===== config.mk =====
export PLATFORM = sky130hd
export DESIGN_NAME = cpu_sequencer
export DESIGN_NICKNAME = d
export VERILOG_FILES = /design/src/rtl/cpu_pkg.sv /design/src/rtl/branch_cond.sv /design/src/rtl/cpu_sequencer.sv
export SDC_FILE = /design/constraint.sdc
export NUM_CORES = 1
export LEC_CHECK = 0
export ABC_CLOCK_PERIOD_IN_PS = 2900
export CORE_MARGIN = 1
export CORE_UTILIZATION = 29
export CTS_CLUSTER_DIAMETER = 200
export DETAILED_ROUTE_END_ITERATION = 12
export GPL_TIMING_DRIVEN = 0
export PLACE_DENSITY = 0.6
export SLEW_MARGIN = 15
export SYNTH_ARGS = -nofsm -noshare
export SYNTH_HDL_FRONTEND = slang
export SYNTH_SLANG_ARGS = --single-unit
export TNS_END_PERCENT = 50

===== constraint.sdc =====
create_clock -name clk -period 2.9 [get_ports clk]
set_clock_uncertainty 0.2 [all_clocks]
set_input_delay 0.58 -clock clk [delete_from_list [all_inputs] [get_ports clk]]
set_output_delay 0.58 -clock clk [all_outputs]
set_load 0.01 [all_outputs]

===== src/rtl/cpu_pkg.sv =====
// Shared types and constants for the accumulator CPU sequencer: instruction
// classes, jump condition codes, sequencer states and instruction-field slices.
package cpu_pkg;

  typedef enum logic [3:0] {
    C_NOP  = 4'h0,
    C_ALU  = 4'h1,
    C_LDI  = 4'h2,
    C_JMP  = 4'h3,
    C_HALT = 4'hF
  } cls_e;

  localparam logic [3:0] CC_AL = 4'd0;
  localparam logic [3:0] CC_Z  = 4'd1;
  localparam logic [3:0] CC_NZ = 4'd2;
  localparam logic [3:0] CC_C  = 4'd3;
  localparam logic [3:0] CC_NC = 4'd4;
  localparam logic [3:0] CC_S  = 4'd5;
  localparam logic [3:0] CC_NS = 4'd6;
  localparam logic [3:0] CC_V  = 4'd7;
  localparam logic [3:0] CC_NV = 4'd8;

  typedef enum logic [1:0] {
    S_IDLE  = 2'd0,
    S_FETCH = 2'd1,
    S_EXEC  = 2'd2,
    S_HALT  = 2'd3
  } state_e;

  localparam int CLS_MSB = 15;
  localparam int CLS_LSB = 12;
  localparam int OP_MSB  = 11;
  localparam int OP_LSB  = 8;
  localparam int IMM_MSB = 7;
  localparam int IMM_LSB = 0;

  // Classes 4..E are undefined; the sequencer flags them and stops.
  function automatic logic is_illegal_cls(input logic [3:0] cls);
    return (cls >= 4'h4) && (cls <= 4'hE);
  endfunction

endpackage


===== src/rtl/branch_cond.sv =====
// Jump condition evaluation: maps a 4-bit condition code and the four CPU
// flags to a taken/not-taken decision. Purely combinational.
module branch_cond
  import cpu_pkg::*;
(
  input  logic [3:0] cc,
  input  logic       cy,
  input  logic       ov,
  input  logic       zf,
  input  logic       sf,
  output logic       taken
);

  // NOTE: assign a default at the top of every always_comb so no path leaves
  // an output unassigned; a missing default infers a latch.
  always_comb begin
    taken = 1'b0;
    case (cc)
      CC_AL:   taken = 1'b1;
      CC_Z:    taken = zf;
      CC_NZ:   taken = ~zf;
      CC_C:    taken = cy;
      CC_NC:   taken = ~cy;
      CC_S:    taken = sf;
      CC_NS:   taken = ~sf;
      CC_V:    taken = ov;
      CC_NV:   taken = ~ov;
      default: taken = 1'b0;
    endcase
  end

endmodule


===== src/rtl/cpu_sequencer.sv =====
// Multi-cycle fetch/execute controller for the 8-bit accumulator CPU: fetches
// 16-bit words over req/ack, decodes them and resolves conditional jumps.
module cpu_sequencer
  import cpu_pkg::*;
#(
  parameter int PC_W = 8,
  parameter int IW   = 16
) (
  input  logic            clk,
  input  logic            rst_n,
  input  logic            start,
  output logic            imem_req,
  output logic [PC_W-1:0] imem_addr,
  input  logic            imem_ack,
  input  logic [IW-1:0]   imem_data,
  input  logic            cy,
  input  logic            ov,
  input  logic            zf,
  input  logic            sf,
  output logic [3:0]      alu_op,
  output logic [7:0]      imm,
  output logic            sel_imm,
  output logic            acc_we,
  output logic            ce_cy,
  output logic [PC_W-1:0] pc,
  output logic            halted,
  output logic            illegal
);

  state_e          state_q, state_d;
  logic [PC_W-1:0] pc_q;
  logic [IW-1:0]   ir_q;
  logic            illegal_q;

  logic [3:0]      cls;
  logic [3:0]      cc;
  logic [PC_W-1:0] target;
  logic            cond_taken;
  logic            jump_taken;
  logic            cls_illegal;

  assign cls         = ir_q[CLS_MSB:CLS_LSB];
  assign cc          = ir_q[OP_MSB:OP_LSB];
  assign target      = PC_W'(ir_q[IMM_MSB:IMM_LSB]);
  assign cls_illegal = is_illegal_cls(cls);
  assign jump_taken  = (cls == C_JMP) && cond_taken;

  branch_cond u_branch_cond (
    .cc    (cc),
    .cy    (cy),
    .ov    (ov),
    .zf    (zf),
    .sf    (sf),
    .taken (cond_taken)
  );

  // NOTE: sequential state is updated with non-blocking assignments only, so
  // every register samples values from before the edge regardless of order.
  always_ff @(posedge clk or negedge rst_n) begin
    if (!rst_n) begin
      state_q <= S_IDLE;
    end else begin
      state_q <= state_d;
    end
  end

  always_comb begin
    state_d = state_q;
    case (state_q)
      S_IDLE:  if (start) state_d = S_FETCH;
      S_FETCH: if (imem_ack) state_d = S_EXEC;
      S_EXEC:  state_d = ((cls == C_HALT) || cls_illegal) ? S_HALT : S_FETCH;
      S_HALT:  state_d = S_HALT;
      default: state_d = S_IDLE;
    endcase
  end

  // The flags block captures at the end of EXEC, so the next JMP already
  // sees the flags produced by a preceding ALU op.
  always_ff @(posedge clk or negedge rst_n) begin
    if (!rst_n) begin
      pc_q      <= '0;
      ir_q      <= '0;
      illegal_q <= 1'b0;
    end else begin
      if ((state_q == S_FETCH) && imem_ack) begin
        ir_q <= imem_data;
      end
      if (state_q == S_EXEC) begin
        pc_q <= jump_taken ? target : pc_q + PC_W'(1);
        if (cls_illegal) begin
          illegal_q <= 1'b1;
        end
      end
    end
  end

  // Decode outputs are gated to EXEC so the datapath never sees stale ir.
  always_comb begin
    imem_req = (state_q == S_FETCH);
    halted   = (state_q == S_HALT);
    alu_op   = 4'h0;
    imm      = 8'h00;
    sel_imm  = 1'b0;
    acc_we   = 1'b0;
    ce_cy    = 1'b0;
    if (state_q == S_EXEC) begin
      imm = ir_q[IMM_MSB:IMM_LSB];
      case (cls)
        C_ALU: begin
          alu_op = ir_q[OP_MSB:OP_LSB];
          acc_we = 1'b1;
          ce_cy  = 1'b1;
        end
        C_LDI: begin
          acc_we  = 1'b1;
          sel_imm = 1'b1;
        end
        default: ;
      endcase
    end
  end

  assign imem_addr = pc_q;
  assign pc        = pc_q;
  assign illegal   = illegal_q;

endmodule


# == Word level (Yosys, flattened, before mapping) ==
# Cells that the tools add are included.
# op_classes
n_addsub,1
mul,0
div_mod_pow,0
order_cmp,2
eq_ne,17
shifts,0
muxes,15
bitwise_logic,4
n_reduce_logical,9
# ops
op,count
equality test 4 x 2 -> 1 bit (second input constant),4
equality test 4 x 3 -> 1 bit (second input constant),4
2-to-1 mux 8 bit,2
case mux 1 bit (9 select lines),1
adder 8 x 1 -> 8 bit (second input constant),1
equality test 4 x 1 -> 1 bit (second input constant),2
equality test 4 bit (second input constant),2
2-to-1 mux 4 bit,2
case mux 2 bit (4 select lines),1
2-to-1 mux 1 bit,6
2-to-1 mux 2 bit,3
equality test 2 bit (second input constant),2
>= comparator 4 x 3 -> 1 bit (second input constant),1
<= comparator 4 bit (second input constant),1
logical NOT 4 bit,1
inverter 1 bit,4
AND reduction 2 bit,2
logical AND 1 bit,3
equality test 2 x 1 -> 1 bit (second input constant),1
logical NOT 2 bit,1
!= test 2 x 1 -> 1 bit (second input constant),1
!= test 2 bit (second input constant),1
OR reduction 2 bit,1
logical OR 1 bit,1
# word_totals
register_bits,27
latch_bits,0
ram_bits,0
mem_bits_ro,0
input_bits,24
output_inout_bits,34
n_memories,0

# == Depth between registers and ports, before layout ==
# Gate-level depths: netlist (run 1).
# logic_depth
depth_word,5
depth_mapped,7

# == By module ==
# A second synthesis (run 1) with hierarchy kept.
# hier_totals
cells_unflattened,141
hier_area_um2,1500.2
# modules_own_cells
module,n_inst,cells_per_inst,area_per_inst_um2,seq_area_each_um2
cpu_sequencer,1,133,1425.1,675.6
branch_cond,1,8,75.1,0.0

# == Least setup slack after synthesis (run 1) ==
# Ideal clock, no wire load.
# synth_path
path_kind,register to output
start,reg state_q[0]
end,out acc_we
arrival_ns,1.350
required_time_ns,2.120
setup_slack_ns,0.770
stages_incl_launch_ff,5
path_buffers,1
path_cell_list,dfrtp_1 nand2b_1 clkbuf_2 nor4_1 or2_1
# synth_between
elab_chain_len,2
# synth_lines
element,line,source
start: declaration,cpu_sequencer.sv:30,"state_e state_q, state_d;"
start signal: assignment,cpu_sequencer.sv:63,state_q <= state_d;
equality test 2 bit,cpu_sequencer.sv:107,if (state_q == S_EXEC) begin
2-to-1 mux 1 bit,cpu_sequencer.sv:107,
end: declaration,cpu_sequencer.sv:23,"output logic acc_we,"
# Every way passes these cells.

# == Worst setup path in the final report (run 1) ==
# Ends and elaborated chain as after synthesis.

==> results of run 1 <==
-- how the worst max path moves through the flow --
stage,slack (ns),endpoint,cells after the start,startpoint
floorplan,0.77,acc_we,4,state_q[0]$_DFFE_PN0P_
global placement,0.35,acc_we,5,state_q[0]$_DFFE_PN0P_
detailed placement,0.33,acc_we,5,state_q[0]$_DFFE_PN0P_
CTS,0.08,acc_we,5,state_q[0]$_DFFE_PN0P_
global route,0.008,alu_op[3],4,state_q[1]$_DFFE_PN0P_
finish,0.15,acc_we,5,state_q[0]$_DFFE_PN0P_
-- Yosys cell counts, types with 2 or more instances --
cell / instances
and2_1: 9
and2b_1: 2
and3_1: 2
buf_2: 2
buf_4: 8
buf_6: 3
dfrtp_1: 27
inv_1: 9
mux2_2: 16
nand2_1: 21
nand2b_1: 2
nand3_1: 4
nor2_1: 3
nor2b_1: 3
nor3_1: 5
nor3b_1: 2
o211ai_2: 8
o21ai_0: 4
o22ai_1: 6
or2_1: 4
or2_2: 2
-- per-stage QoR --
stage                     power, µW  area, µm²
after floorplan                 679       1620
after CTS                      1020       2320
after global routing           1070       2330
after global placement          791       2280
after detailed placement        795       2270
final                          1010       2330
-- critical path, cell delays in order, from the launching register on --
cell and delay, ns:
dfrtp_1 0.44, nand2b_1 0.16, clkbuf_2 0.18, nor4_4 0.26, or2_1 0.14, clkdlybuf4s50_1 0.52
-- state kept, by name, indices dropped and copies added (netlist names) --
name,cells
illegal,1
imem_addr,8
ir_q,16
state_q,2
-- layer usage --
metal	GRT usage	up-vias	wire (µm)
met5	0	-	0
met4	0.0404	0	64
met1	0.166	627	1620
met3	0.0298	8	199
met2	0.204	43	1670
li1	-	656	-
-- cell type report --
cell class / count / share of cell area
multi-input cells: 107 / 0.346
flip-flops and latches: 27 / 0.289
repair buffers: 57 / 0.242
plain buffers: 15 / 0.0504
well taps: 70 / 0.0375
clock buffers: 3 / 0.0177
inverters: 9 / 0.0145
clock inverters: 1 / 0.00214
-- power breakdown --
group	switching [µW]	internal (µW)	leakage [µW]
sequential	55.4	430	0.000315
clock	121	96.4	0.0000255
combinational	127	178	0.000715
-- kinds of logic (layout without fill, tap and decap cells) --
logic type	after synthesis	in the layout	share of synthesized area
AO/OA/AOI/OAI	24	24	0.140
buffers and inverters	24	85	0.0935
AND/OR/NAND/NOR	66	66	0.230
flip-flops	27	27	0.417
adder cells (fa/ha/maj)	1	1	0.00773
multiplexers	16	16	0.111
==> impl_metrics.csv, run 1 <==
group,metric,value,unit
placement,pre_cts_ws,0.327,ns
power,power_leakage,0.00106,µW
layout,utilization,0.446,
layout,fillers,516,
worst_setup_path,reg2reg_slack,0.97,ns
logic_synthesis,synth-main-ff-cell,"dfrtp_1",
sta,rsz0062_at_grt,"false",
worst_setup_path,cp_max_fo,7,
logic_synthesis,synth_area_leaders,"dfrtp_1 42%, mux2_2 11%, o211ai_2 6.2%, nand2_1 4.9%, buf_4 3.7%",
global_routing,grt_pass1_vias,1309,
flow_run,drv_cap,0,
routing,wl,3.56,mm
routing,antenna_left,0,
sta,fin_ws,0.148,ns
layout,layout.cells.non_filler,289,
global_routing,antenna_found_initial,0,
layout,multi_input_area,808,µm²
sta,min_period,2.75,ns
cts,cts_setup_buffers,0,
logic_synthesis,synth_nets,183,
routing,drc,0,
cts,clk_latency,0.27,ns
placement,dp.cells,285,
logic_synthesis,synth_warnings,0,
global_routing,overflow,0,
cts,htree_levels,1,
cts,cts_buffer_depth,2,
sta,slew_viol_final,0,
outcome,status,"complete, no violations",
layout,syn2layout_area_growth,44.2,%
sta,fmaxAchievable,363,MHz
layout,drive_above_1_share,0.247,
global_routing,grt_use_total,0.127,
layout,final_common_cell,"clkdlybuf4s50_1",
min_path,hp-class,"input port to async pin",
power,ir_worst_vdd,0.215,mV
cts,cts_tree,"yes",
floorplanning,core-area,5240,µm²
sta,relSlewSlack,0.579,
worst_setup_path,critPathKind,"flop to primary output",
layout,final_cell_mix,"56 x clkdlybuf4s50_1, 27 x dfrtp_1, 21 x nand2_1, 16 x mux2_2",
worst_setup_path,crit_arrival,1.97,ns
sta,hold_viol,0,
cts,cts-hold-fix-buffers,0,
logic_synthesis,synthCells,158,
sta,setup_tns,0,ns
worst_setup_path,rr_worst_depth,7,
logic_synthesis,ys_seq_elements,27,
floorplanning,die_w,76.7,µm
layout,nets,245,
routing,first_pass_iters,4,
floorplanning,die_area,5890,µm²
layout,diodes,0,
worst_setup_path,critPathLaunchType,"flop",
worst_setup_path,required,2.12,ns
layout,regArea,676,µm²
logic_synthesis,ys_seq_area_frac,0.417,
placement,numPortBuffers,57,
floorplanning,floorplan.initialDensity,0.309,
sta,fin_crit_sh,0.949,
worst_setup_path,r2r_end,"imem_addr[6]$_DFFE_PN0P_",
logic_synthesis,synth_top_area_frac,0.417,
logic_synthesis,yosys.area.top_type,"dfrtp_1",
floorplanning,ioPinCount,58,
floorplanning,die_h,76.7,µm
routing,vias,1334,
worst_setup_path,r2r_start,"ir_q[8]$_DFFE_PN0P_",
logic_synthesis,synth_edf_count,0,
sta,tightest_slew,0.631,ns
sta,holdWs,0.113,ns
global_routing,grt_max_degree,28,
logic_synthesis,syn_area,1620,µm²
placement,gp_congestion,0.758,
sta,setup_viol,0,
worst_setup_path,cp-end-kind,"primary output",
routing,wl_per_cell,12.3,µm
routing,vias_per_cell,4.62,
floorplanning,rows,26,
global_routing,grt_pass1_wl,6.05,mm
placement,hpwl,2.66,mm
power,power_density,431,nW/µm²
logic_synthesis,synth_cell_types,37,
cts,cts.sinks,27,
cts,cts_root_buf,"clkbuf_8",
cts,numCtsBuffers,3,
cts,clk_pin_slew,0.10,ns
logic_synthesis,avgSynthCellArea,10.2,µm²
cts,ctsResizeCount,1,
logic_synthesis,async_flop_share,1.00,
routing,drtIter0Drc,66,
Power figures use the tool's default switching activity.
==> run 2, diff against run 1 <==
--- a/config.mk
+++ b/config.mk
@@ -6,12 +6,16 @@
 export NUM_CORES = 1
 export LEC_CHECK = 0
 export ABC_CLOCK_PERIOD_IN_PS = 2900
+export CELL_PAD_IN_SITES_DETAIL_PLACEMENT = 0
+export CELL_PAD_IN_SITES_GLOBAL_PLACEMENT = 1
+export CORE_ASPECT_RATIO = 2
 export CORE_MARGIN = 1
 export CORE_UTILIZATION = 29
 export CTS_CLUSTER_DIAMETER = 200
 export DETAILED_ROUTE_END_ITERATION = 12
+export GPL_ROUTABILITY_DRIVEN = 1
 export GPL_TIMING_DRIVEN = 0
-export PLACE_DENSITY = 0.6
+export PLACE_DENSITY = 0.75
 export SLEW_MARGIN = 15
 export SYNTH_ARGS = -nofsm -noshare
 export SYNTH_HDL_FRONTEND = slang
==> run 2 against run 1 <==
Register-to-register slack about the same; sequential power about the same; flip-flop and latch count unchanged; critical path type unchanged; highest routed layer unchanged.
==> impl_metrics.csv, run 2 (same netlist as run 1, synthesis figures left out) <==
group,metric,value,unit
floorplanning,rows,38,
routing,drc,0,
floorplanning,floorplan.initialDensity,0.299,
min_path,hp-class,"input port to async pin",
cts,cts-hold-fix-buffers,0,
routing,met3_length,131,µm
sta,fmaxAchievable,360,MHz
sta,setup_tns,0,ns
power,power_density,435,nW/µm²
worst_setup_path,cp-end-kind,"primary output",
floorplanning,core-area,5420,µm²
cts,clk_latency,0.27,ns
sta,slew_viol_final,0,
cts,htree_levels,1,
power,power,1010,µW
sta,hold_viol,0,
global_routing,grt_max_degree,28,
layout,syn2layout_area_growth,42.8,%
routing,vias,1347,
global_routing,overflow,0,
cts,cts_root_buf,"clkbuf_8",
sta,holdWs,0.0984,ns
layout,nets,245,
floorplanning,ioPinCount,58,
worst_setup_path,reg2reg_slack,0.96,ns
flow_run,drv_cap,0,
placement,pre_cts_ws,0.342,ns
sta,rsz0062_at_grt,"false",
floorplanning,die_area,5900,µm²
worst_setup_path,cpPeakStageDelay,0.52,ns
floorplanning,die_w,54.8,µm
outcome,status,"complete, no violations",
worst_setup_path,r2r_end,"imem_addr[5]$_DFFE_PN0P_",
cts,ctsResizeCount,0,
routing,drtIter0Drc,15,
worst_setup_path,critical-path-top-delay-family,"buffers and inverters",
placement,hpwl,3.00,mm
sta,tightest_slew,0.605,ns
cts,cts_tree,"yes",
worst_setup_path,critPathKind,"flop to primary output",
power,power_leakage,0.00105,µW
placement,numPortBuffers,57,
layout,final_common_cell,"clkdlybuf4s50_1",
routing,wl,3.83,mm
layout,drive_above_1_share,0.242,
worst_setup_path,cp_max_fo,7,
worst_setup_path,path_buf_inv,2,
routing,first_pass_iters,4,
worst_setup_path,crit_arrival,1.99,ns
layout,regArea,676,µm²
worst_setup_path,required,2.12,ns
placement,gp_congestion,0.733,
layout,largest_register_ff_count,16,
worst_setup_path,cp_slowest_cell,"clkdlybuf4s50_1",
worst_setup_path,path_cells,"nand2b_1, clkbuf_2, nor4_2, or2_1, clkdlybuf4s50_1",
sta,relSlewSlack,0.596,
power,ir_worst_vdd,0.330,mV
routing,wl_met1,1.39,mm
worst_setup_path,r2r_start,"ir_q[8]$_DFFE_PN0P_",
layout,diodes,0,
sta,fin_ws,0.125,ns
routing,wl_per_cell,13.7,µm
global_routing,antenna_found_initial,0,
global_routing,grt_use_total,0.145,
worst_setup_path,path_depth,5,
global_routing,grt_pass1_vias,1374,
routing,antenna_left,0,
routing,highest_layer,"met4",
layout,fillers,579,
cts,cts_buffer_depth,2,
global_routing,grt_pass1_wl,6.09,mm
sta,setup_viol,0,
cts,numCtsBuffers,3,
routing,vias_per_cell,4.83,
routing,route.met2.wl,2.22,mm
layout,multi_input_area,798,µm²
floorplanning,die_h,108,µm
worst_setup_path,critPathLaunchType,"flop",
layout,final_cell_mix,"56 x clkdlybuf4s50_1, 27 x dfrtp_1, 21 x nand2_1, 16 x mux2_2",
layout,regMostFlops,"ir_q",
sta,min_period,2.77,ns
cts,cts.sinks,27,
cts,cts_setup_buffers,0,
sta,fin_crit_sh,0.957,
cts,clk_pin_slew,0.09,ns
worst_setup_path,rr_worst_depth,7,
run 2: cell types whose count changed in the layout (fill, tap and decap cells not counted):
cell    delta
and4_2     -1
nor4_2     +1
and4_1     +1
nor4_4     -1
run 2: where the power goes:
| part | switching (µW) | internal, µW |
|---|---|---|
| clock network | 119 | 96.4 |
| logic | 130 | 178 |
| registers | 53.6 | 430 |
| total | 302 | 704 |
run 2: stage by stage:
stage                      util  area [µm²]  instances
after floorplan               -        1620        158
after CTS                 0.425        2310        279
after global routing      0.427        2310        279
after global placement    0.418        2260        275
final                     0.427        2310        279
after detailed placement  0.417        2260        275
run 2: worst max-delay path by stage:
stage | from | end | slack (ns)
2_1_floorplan | state_q[0]$_DFFE_PN0P_ | acc_we | 0.77
3_3_place_gp | state_q[0]$_DFFE_PN0P_ | acc_we | 0.34
3_5_place_dp | cy | imem_addr[1]$_DFFE_PN0P_ | 0.34
4_1_cts | state_q[0]$_DFFE_PN0P_ | acc_we | 0.03
5_1_grt | state_q[0]$_DFFE_PN0P_ | acc_we | 0.02
6_report | state_q[0]$_DFFE_PN0P_ | acc_we | 0.13
run 2: area by class of cell:
class	count	share of cell area
clock inverter	1	0.00216
clock buffer	3	0.0179
multi-input combinational	107	0.345
buffer	15	0.0509
sequential	27	0.292
inverter	9	0.0146
timing repair buffer	57	0.245
tap	60	0.0325
run 2: layer usage:
metal / track usage / up-vias
met2: 0.261 / 36
met3: 0.0169 / 6
met1: 0.149 / 645
met5: 0 / -
met4: 0.0769 / 0
li1: - / 660
